File: src/rtl/pps_period_ctrl.sv
// PPS period controller: arms on enable, counts clk cycles between
// consecutive PPS edges and hands each period over a valid/ready port.
module pps_period_ctrl #(
  parameter int          CNT_W   = 32,
  parameter int unsigned TIMEOUT = 60000000,
  parameter int          LOCK_N  = 2
) (
  input  logic             clk,
  input  logic             reset_n,
  input  logic             enable,
  input  logic             edge_pulse,
  output logic [CNT_W-1:0] period,
  output logic             period_valid,
  input  logic             period_ready,
  output logic             overrun,
  output logic             lost,
  input  logic             clear_status,
  output logic             locked,
  output logic [1:0]       state
);

  typedef enum logic [1:0] {
    IDLE    = 2'd0,
    ARM     = 2'd1,
    MEASURE = 2'd2,
    LOST    = 2'd3
  } state_t;

  localparam logic [CNT_W-1:0] TMO      = CNT_W'(TIMEOUT);
  localparam logic [CNT_W-1:0] CNT_ONE  = CNT_W'(1);
  localparam logic [3:0]       LOCK_MAX = 4'(LOCK_N);

  state_t           st_q;
  state_t           st_d;
  logic [CNT_W-1:0] cnt_q;
  logic [CNT_W-1:0] cnt_d;
  logic [3:0]       lock_q;
  logic [3:0]       lock_d;
  logic             capture;
  logic             timeout;
  logic             handshake;

  always_comb begin
    st_d    = st_q;
    cnt_d   = cnt_q;
    lock_d  = lock_q;
    capture = 1'b0;
    timeout = 1'b0;
    if (!enable) begin
      st_d   = IDLE;
      cnt_d  = '0;
      lock_d = '0;
    end else begin
      unique case (st_q)
        IDLE: begin
          cnt_d = '0;
          st_d  = ARM;
        end
        ARM: begin
          if (edge_pulse) begin
            st_d  = MEASURE;
            cnt_d = CNT_ONE;
          end
        end
        MEASURE: begin
          // An edge landing on the timeout cycle still counts as a capture.
          if (edge_pulse) begin
            capture = 1'b1;
            cnt_d   = CNT_ONE;
            if (lock_q != LOCK_MAX) begin
              lock_d = lock_q + 4'd1;
            end
          end else if (cnt_q == TMO) begin
            timeout = 1'b1;
            st_d    = LOST;
            lock_d  = '0;
          end else begin
            cnt_d = cnt_q + CNT_ONE;
          end
        end
        LOST: begin
          if (edge_pulse) begin
            st_d  = MEASURE;
            cnt_d = CNT_ONE;
          end
        end
      endcase
    end
  end

  assign handshake = period_valid & period_ready;

  always_ff @(posedge clk or negedge reset_n) begin
    if (!reset_n) begin
      st_q   <= IDLE;
      cnt_q  <= '0;
      lock_q <= '0;
    end else begin
      st_q   <= st_d;
      cnt_q  <= cnt_d;
      lock_q <= lock_d;
    end
  end

  always_ff @(posedge clk or negedge reset_n) begin
    if (!reset_n) begin
      period       <= '0;
      period_valid <= 1'b0;
      overrun      <= 1'b0;
      lost         <= 1'b0;
    end else begin
      if (capture) begin
        period       <= cnt_q;
        period_valid <= 1'b1;
      end else if (handshake) begin
        period_valid <= 1'b0;
      end
      // Set events beat a same-cycle clear.
      overrun <= (capture & period_valid & ~period_ready)
               | (overrun & ~clear_status);
      lost    <= timeout | (lost & ~clear_status);
    end
  end

  assign locked = (lock_q == LOCK_MAX);
  assign state  = st_q;

endmodule

File: config.mk
export PLATFORM = sky130hd
export DESIGN_NAME = pps_period_ctrl
export DESIGN_NICKNAME = d
export VERILOG_FILES = /design/src/rtl/pps_period_ctrl.sv
export SDC_FILE = /design/constraint.sdc
export NUM_CORES = 1
export LEC_CHECK = 0
export CAP_MARGIN = 30
export CORE_ASPECT_RATIO = 0.9
export CORE_MARGIN = 1
export CORE_UTILIZATION = 35
export DETAILED_ROUTE_END_ITERATION = 7
export GPL_ROUTABILITY_DRIVEN = 0
export PLACE_DENSITY = 0.54
export REMOVE_ABC_BUFFERS = 1
export SLEW_MARGIN = 20
export SYNTH_ARGS = -nofsm -noshare
export SYNTH_HDL_FRONTEND = slang
export SYNTH_SLANG_ARGS = --single-unit
File: constraint.sdc
create_clock -name clk -period 2.1 [get_ports clk]
set_input_delay 0.21 -clock clk [delete_from_list [all_inputs] [get_ports clk]]
set_output_delay 0.21 -clock clk [all_outputs]
set_load 0.005 [all_outputs]
==> flow_summary.ini <==
[outcome]
status = complete, no violations

[yosys]
yosysSeqAreaShare = 0.531
syn-cell-area_sq_um = 3440
syn_area_per_cell_sq_um = 10.6
synth-async-reset-ratio = 1.00
synth-main-ff-cell = dfrtp_1
synth_edf_count = 0
synth_cell_types = 45
yosysTopAreaCell = dfrtp_1
ys_ff_latch = 73
synth_top_area_frac = 0.531
synthCells = 323
post_synth_main_area_contributors = dfrtp_1 (53%), mux2_2 (8.2%), xnor2_1 (5.6%)
synth_warnings = 0

[cts]
clk_pin_slew_ns = 0.08
clk_path_buf_depth = 2
tritoncts = yes
clk_latency_ns = 0.35
htree_num_levels = 3
postCtsSetupBuffers = 0
cts_made_buffers = 9
cts_num_sinks = 73
clock-root-buffer = clkbuf_8

[finish]
synthToLayoutAreaGrowth_pct = 33.4
final_common_cell = dfrtp_1
layout-drive-gt1-share = 0.226
nets = 417
multi_input_area_sq_um = 1520
nFillCells = 924
final_area_sq_um = 4580
ff_latch_area_sq_um = 1830
fin_cells = 534
layout_common_cells = dfrtp_1 (73), clkdlybuf4s50_1 (42), buf_4 (41), nand2_1 (32), nor2_1 (26)
n_antenna_cell = 0
fin_util = 0.491

[timing]
hold_slack_ns = 0.421
fmax_mhz = 503
setup_viol = 0
min_period_ns = 1.99
hold_viol = 0
max-slew-margin-rel = 0.743
slew_viol_final = 0
rsz0062_at_grt = false
setup_ws_ns = 0.111
setup_tns_ns = 0
worst-slew-pin-transition_ns = 0.386
fin_skew_ns = 0.00675
fin_crit_sh = 0.947

[global_route]
grt-ovfl-total = 0
grt_pass1_vias = 2637
grt_first_pass_wirelength_um = 13200
grtUsageTotal = 0.168
antenna_found_initial = 0
grt_max_degree = 74

[critical_path]
required_ns = 1.89
regToRegStartpoint = cnt_q[0]
cp-start-kind = flop
r2r_slack_ns = 0.11
worstSetupPathType = flop to output pin
cp_slowest_stage_delay_ns = 0.54
r2r_end = cnt_q[31]
crit_chain = inv_1 > ha_1 > nor3b_2 > clkdlybuf4s50_1
path_max_fanout = 4
cp_slowest_cell = clkdlybuf4s50_1
arrival_ns = 1.78
r2r_cells = 6
endpoint_kind = output pin

[power_and_ir_drop]
pwr-share-seq = 0.463
p_per_area_nw_per_um2 = 671
finalPower_mw = 3.07
p_int_mw = 2.46
ir_drop_v = 0.000378
pwr-share-comb = 0.050
power.net_switching_uw = 619
p_leak_nw = 1.98
switching_share = 0.201
clockPowerShare = 0.486

[drt]
routed_wl_um = 7680
viasPerCell = 4.94
drc_errors = 0
dr.pass1.iters = 5
ant_nets = 0
drtIter0Drc = 106
wire_per_inst_um = 14.4
vias = 2637

[placement]
dp_hpwl_um = 5590
place_area_sq_um = 4290
port_buffers = 43
dpl_worst_slack_ns = -0.0209
placedCellCount = 517

[die]
start_util = 0.368
fp.dieH_um = 96.0
core.rowCount = 33
core-area_sq_um = 9330
pin_count = 44
die_w_um = 106
die_area_sq_um = 10200

[job]
maxCapViolations = 0

[min_path]
worst_hold_path_type = input port to asynchronous set/reset pin
synthesized netlist by cell type, drive strengths merged, types with 5 or more instances:
| library cell | n |
|---|---|
| dfrtp | 73 |
| nand2 | 32 |
| nor2 | 26 |
| mux2 | 25 |
| xnor2 | 22 |
| o21ai | 16 |
| nand3 | 13 |
| inv | 11 |
| nor4 | 11 |
| clkbuf | 10 |
| a21oi | 9 |
| nor3 | 9 |
| and3 | 8 |
| nand4 | 7 |
| and4 | 5 |
| or3 | 5 |
timing repair:
action | 4_1_cts | 5_1_grt
hold endpoints to repair | 73 | 0
resized for setup | 1 | 1
hold buffers | 1 | 0
endpoints found under the setup margin | 1 | 6
gates cloned | 0 | 0
final cells by class:
class | instances | share of cell area
multi-input cells | 226 | 0.332
flip-flops and latches | 73 | 0.398
clock buffers | 11 | 0.0330
inverters | 11 | 0.00901
repair buffers | 86 | 0.166
clock inverters | 5 | 0.0273
well taps | 122 | 0.0333
worst max-delay path, delay by kind of cell (launching register included):
family / cells / cell delay (ns)
and+or+nand+nor: 1 / 0.24
adders and majority gates: 1 / 0.14
buffers and inverters: 2 / 0.62
DFF: 1 / 0.43
layer usage:
layer  global-route usage  part of all wire  routed length (um)
met1                0.233              0.51                3880
met4               0.0559             0.011                  88
met2                0.256              0.45                3440
met3               0.0413             0.035                 268
met5                    0                 0                   0
sequential cells by signal (all words and copies together), names as in the netlist:
register and flops:
state 2, period_valid 1, overrun 1, lock_q 4
lost 1, period 32, cnt_q 32
cell families (layout without fill, tap and decap cells):
family	after synthesis	in the layout	share of synthesized area
adders and majority gates	4	4	0.0146
and+or+nand+nor	135	135	0.215
buffers and inverters	24	113	0.0299
xor gates and xnor gates	24	24	0.0612
DFF	73	73	0.531
muxes	25	25	0.0819
AOI/OAI and AO/OA	38	38	0.0659
power groups by stage:
stage / logic [mW] / clock network, mW / registers [mW]
after CTS: 0.159 / 1.54 / 1.42
after global routing: 0.175 / 1.59 / 1.43
after floorplan: 0.0514 / 0 / 1.46
after detailed placement: 0.156 / 0 / 1.45
final: 0.155 / 1.49 / 1.42
after global placement: 0.157 / 0 / 1.45
worst max-delay path by stage:
stage                 end  depth (start not counted)  startpoint  slack [ns]
2_1_floorplan  period[10]                          3    state[0]       -0.08
3_3_place_gp    cnt_q[31]                          6  edge_pulse        0.01
4_1_cts            locked                          4   lock_q[0]        0.09
5_1_grt            locked                          4   lock_q[0]       0.007
6_report           locked                          4   lock_q[0]        0.11
3_5_place_dp    cnt_q[31]                          6  edge_pulse       -0.02
Note: power is estimated with default switching activity, not from simulation.
==> variant 1: new RTL, same settings <==
Register the output `overrun` once more, with the module's reset; this adds one clock of latency there. The other outputs are not delayed to match.
--- a/src/rtl/pps_period_ctrl.sv
+++ b/src/rtl/pps_period_ctrl.sv
@@ -31,2 +31,4 @@
   localparam logic [3:0]       LOCK_MAX = 4'(LOCK_N);
+
+  logic overrun_s0;
 
@@ -108,3 +110,3 @@
       period_valid <= 1'b0;
-      overrun      <= 1'b0;
+      overrun_s0   <= 1'b0;
       lost         <= 1'b0;
@@ -118,4 +120,4 @@
       // Set events beat a same-cycle clear.
-      overrun <= (capture & period_valid & ~period_ready)
-               | (overrun & ~clear_status);
+      overrun_s0 <= (capture & period_valid & ~period_ready)
+               | (overrun_s0 & ~clear_status);
       lost    <= timeout | (lost & ~clear_status);
@@ -127,2 +129,10 @@
 
+  always_ff @(posedge clk or negedge reset_n) begin
+    if (!reset_n) begin
+      overrun <= '0;
+    end else begin
+      overrun <= overrun_s0;
+    end
+  end
+
 endmodule
Function: changed (a bounded check fails within 10 cycles, from zero or initial values and one cycle with reset_n low).
==> variant 1 against the unedited design <==
- sequential cell count increased by 1
- wire length shrank 1.4%
- first-iteration DRC count grew 25%
- clock skew down 1.7 ps
- critical path depth rose by 2
- utilization shrank 2.0 points
- maximum frequency is 1.8% lower
- design area fell by 0.68%
- synthesized area grew 1.3%
- via count increased by 1.1%
- worst setup slack got worse by 36 ps
- power shrank 3.6%
- highest routed layer unchanged
==> variant 1: results (changes against the unedited design) <==
- Status: finished clean
- Hold path startpoint: overrun_s0$_DFF_PN0_
- Top post-synthesis cells by area: dfrtp_1 (53%), mux2_2 (9.1%), xor2_1 (4.0%), nor2_1 (3.6%), nand3_1 (2.6%)
- Number of library cell types mapped by synthesis: 43 (-4.4%)
- Pin count of the biggest net entering global routing: 75 (+1.4%)
- GRT Overall Usage: 0.163 (-0.00482)
- FF-to-FF Start: cnt_q[26]$_DFFE_PN0P_
- Fraction of registers with async set/reset: 1.00 (unchanged)
- Post-synth top cells: dfrtp_1 (74), nor2_1 (33), mux2_2 (28), nand2_1 (24), nand3_1 (18)
- Worst skew pair latency: ~340 ps
- First-pass GRT wire length: 13100 µm (-0.94%)
- Top_reg_cell synth: dfrtp_1
- CTS buffer count: 9 (unchanged)
- Reg-to-reg endpoint: cnt_q[14]$_DFFE_PN0P_
- Synth Warn #: 0 (unchanged)
- Vias: 2667 (+1.1%)
- 1st-iter DRT viols: 133 (+25%)
- Filler Cell Count: 917 (-0.76%)
- Hold Path Class: flop to flop
- Largest registers: cnt_q (32), period (32), lock_q (4)
- Initial antenna violation count: 0 (unchanged)
- Rel. slew slack: 0.677 (-0.0653)
- Flop2flop setup slack: 80 ps (-40 ps)
- Share of layout cells above drive strength 1: 0.216 (-0.00985)
- Hold depth: 0
- Nets: 408 (-2.2%)
- Hold-critical path endpoint: overrun$_DFF_PN0_
- Max VDD drop: 0.360 mV (-4.9%)
- IO buf count: 43 (unchanged)
- WL final: 7570 µm (-1.4%)
- Final Hold Violating Endpoints: 0 (unchanged)
- Seq/Total Area, Yosys: 0.532 (about the same)
- Number of global-route vias before repair: 2571 (-2.5%)
- # H-tree levels: 3 (unchanged)
- Root buffer cell: clkbuf_8
- Clock slew at reported path FFs: 70 ps
- Final HPWL DP: 5360 µm (-4.2%)
- Clock skew: 5.05 ps (-1.70 ps)
- Pre-Repair DR Iteration Count: 4 (-1)
- Deepest clock path buffer count: 2 (unchanged)
- Antenna cell count: 0 (unchanged)
- Worst-path fanout max: 8 (+4)
- Worst R2R Path Depth: 6 (unchanged)
- P_leak: 2.00 nW (+0.92%)
- Crit path DAT: 2240 ps (+460 ps)
## variant 1: area by class of cell
cell class | instances | area [µm²] | area share
clock buffer | 12 | 155 | 0.0341
clock inverter | 4 | 97.6 | 0.0214
inverter | 7 | 26.3 | 0.00577
multi-input combinational | 229 | 1570 | 0.344
sequential | 74 | 1850 | 0.407
tap | 126 | 158 | 0.0346
timing repair buffer | 77 | 699 | 0.154
## variant 1: timing repair
action                                  in CTS  in global routing
buffers inserted                             0                  1
hold buffers                                 1                  0
resized for setup                            0                  5
endpoints found under the setup margin       0                  4
endpoints found under the hold margin       74                  0
## variant 1: through the flow
step | instances | cell area [µm²] | setup WS [ps] | hold WS, ps | total power [W]
after floorplan | 310 | 3420 | -114 | -85.6 | 0.00153
after global placement | 511 | 4260 | 96.4 | 275 | 0.00162
after detailed placement | 511 | 4260 | 96.9 | 280 | 0.00162
after CTS | 528 | 4520 | 83.8 | 385 | 0.00301
after global routing | 529 | 4550 | 3.05 | 405 | 0.00309
final | 529 | 4550 | 75.3 | 383 | 0.00296
## variant 1: how the worst max path moves through the flow
stage / end / from
finish: cnt_q[14]$_DFFE_PN0P_ / cnt_q[26]$_DFFE_PN0P_
global route: cnt_q[14]$_DFFE_PN0P_ / cnt_q[26]$_DFFE_PN0P_
CTS: locked / lock_q[0]$_DFFE_PN0P_
detailed placement: cnt_q[14]$_DFFE_PN0P_ / edge_pulse
global placement: cnt_q[14]$_DFFE_PN0P_ / cnt_q[11]$_DFFE_PN0P_
floorplan: period[10]$_DFFE_PN0P_ / state[0]$_DFFE_PN0P_
## variant 1: cell families (layout without fill, tap and decap cells)
logic type	Yosys count	in the layout	share of synthesized area
AND/OR/NAND/NOR	133	133	0.215
buffers and inverters	19	100	0.0237
adder cells (fa/ha/maj)	4	4	0.0144
AO/OA/AOI/OAI	41	41	0.0669
flip-flops	74	74	0.532
multiplexers	28	28	0.0906
XOR/XNOR	23	23	0.0579
## variant 1: report_power, final
part,internal [W],switching [W]
clock network,0.000855,0.000518
registers,0.00144,0.0000129
logic,0.0000574,0.0000848
total,0.00235,0.000616
## variant 1: per-layer routing
metal	track usage	routed length, µm
met3	0.0371	259
met1	0.232	3850
met4	0.0580	118
met2	0.243	3350
met5	0	0
## variant 1: worst max-delay path, cell delays in order, from the launching register on
cell,delay (ps)
dfrtp_1,410
or4bb_4,560
nor4_4,310
and4b_1,300
buf_6,150
or3_1,100
a21oi_1,60
==> variant 2: new RTL, same settings <==
Made on the original files. Set the parameter `CNT_W` to 64 (it was 32).
--- a/src/rtl/pps_period_ctrl.sv
+++ b/src/rtl/pps_period_ctrl.sv
@@ -3,3 +3,3 @@
 module pps_period_ctrl #(
-  parameter int          CNT_W   = 32,
+  parameter int          CNT_W   = 64,
   parameter int unsigned TIMEOUT = 60000000,
Ports: changed (resized period); port bits go from 44 to 76. The function was not compared with the original's and may differ.
==> variant 2 against the unedited design <==
- the flow now finishes with violations (negative setup slack)
- count of clock-buffer cells in the layout increased by 14
- synthesized cell count increased by 94%
- worst setup slack lost 240 ps
- die area increased by 93%
- wire length increased by 150%
- maximum frequency is 11% lower
- power rose by 89%
- sequential cell count rose by 64
- design area grew 110%
- sequential power rose by 87%
- critical path depth is 7 higher
- synthesized area up 95%
==> variant 2: results (changes against the unedited design) <==
- Nets: 854 (+100%)
- 1st-iter DRT viols: 371 (+250%)
- Final HPWL DP: 13300 µm (+140%)
- Number of global-route vias before repair: 6071 (+130%)
- Vias per cell: 5.29 (+7.1%)
- Failing checks: negative setup slack
- Crit path DAT: 2580 ps (+800 ps)
- Clock skew: 15.5 ps (+8.73 ps)
- Area after DPL: 8700 µm² (+100%)
- Wl on met1: 9020 µm (+130%)
- Routed wl met3: 935 µm (+250%)
- Top post-synthesis cells by area: dfrtp_1 (51%), mux2_2 (10%), nand4_1 (3.1%), nand3_1 (2.7%), o21ai_0 (2.5%)
- Met2 WL post-DR: 8880 µm (+160%)
- GRT Overall Usage: 0.206 (+0.0388)
- Post-synth top cells: dfrtp_1 (137), mux2_2 (61), nand2_1 (43), nand3_1 (36), o21ai_0 (34)
- # H-tree levels: 4 (+1)
- Largest registers: cnt_q (64), period (64), lock_q (4)
- Number of library cell types mapped by synthesis: 54 (+20%)
- Status: finished with violations
- Clock slew at reported path FFs: 60 ps (-20 ps)
- Root buffer cell: clkbuf_16
- Measured slew at the worst slew-check pin: 413 ps (+26.8 ps)
- Worst-path fanout max: 13 (+9)
- Worst R2R Path Depth: 11 (+5)
- Final setup vio count: 33 (+33)
- WL final: 19100 µm (+150%)
- Seq/Total Area, Yosys: 0.511 (-0.0206)
- Final worst slack: -125 ps (-236 ps)
- Setup TNS: -1970 ps (-1970 ps)
- Reg-to-reg endpoint: cnt_q[53]$_DFFE_PN0P_
- CP max-delay cell: or4_4
- First-pass GRT wire length: 31800 µm (+140%)
- Worst skew pair latency: 430 ps (+80 ps)
- Pre-Repair DR Iteration Count: 4 (-1)
-- variant 2: metrics by stage --
step                std cells  hold slack (ps)
floorplan                 593            -85.6
global placement         1046              142
detailed placement       1046              141
CTS                      1084              266
global route             1098              296
finish                   1098              264
-- variant 2: cell type report --
cell class | instances | area (µm²)
well taps | 245 | 307
clock buffers | 25 | 495
inverters | 7 | 26.3
flip-flops and latches | 137 | 3430
repair buffers | 232 | 2140
clock inverters | 3 | 65.1
multi-input cells | 449 | 3320
fillers | 1664 | 8800
-- variant 2: cell families after synthesis --
| group | after synthesis | share of synthesized area |
|---|---|---|
| and+or+nand+nor | 268 | 0.240 |
| DFF | 137 | 0.511 |
| AOI/OAI and AO/OA | 90 | 0.0765 |
| muxes | 67 | 0.111 |
| buffers and inverters | 42 | 0.0274 |
| xor gates and xnor gates | 20 | 0.0261 |
| adders and majority gates | 4 | 0.00746 |
-- variant 2: routing by layer --
metal  global-route usage  vias up
li1                     -     2753
met1                0.281     2886
met2                0.324      146
met3               0.0551       24
met4               0.0578        0
met5                    0        -
-- variant 2: timing repair --
action,CTS,global route
endpoints found under the setup margin,32,55
cloned,2,2
gates resized for setup,31,40
hold endpoints to repair,37,0
hold buffers,1,0
pin swaps,12,14
setup buffers,7,12
-- variant 2: power breakdown --
part	switching (W)	internal (W)	total [W]
registers	0.00000827	0.00265	0.00266
logic	0.000152	0.0000977	0.000250
clock network	0.00107	0.00185	0.00291
-- variant 2: worst max-delay path: cells and delay by family (launching register included) --
family | cells | cell delay [ps]
AND/OR/NAND/NOR | 5 | 1000
buffers and inverters | 4 | 460
flip-flops | 1 | 370
AO/OA/AOI/OAI | 1 | 160
adder cells (fa/ha/maj) | 1 | 150
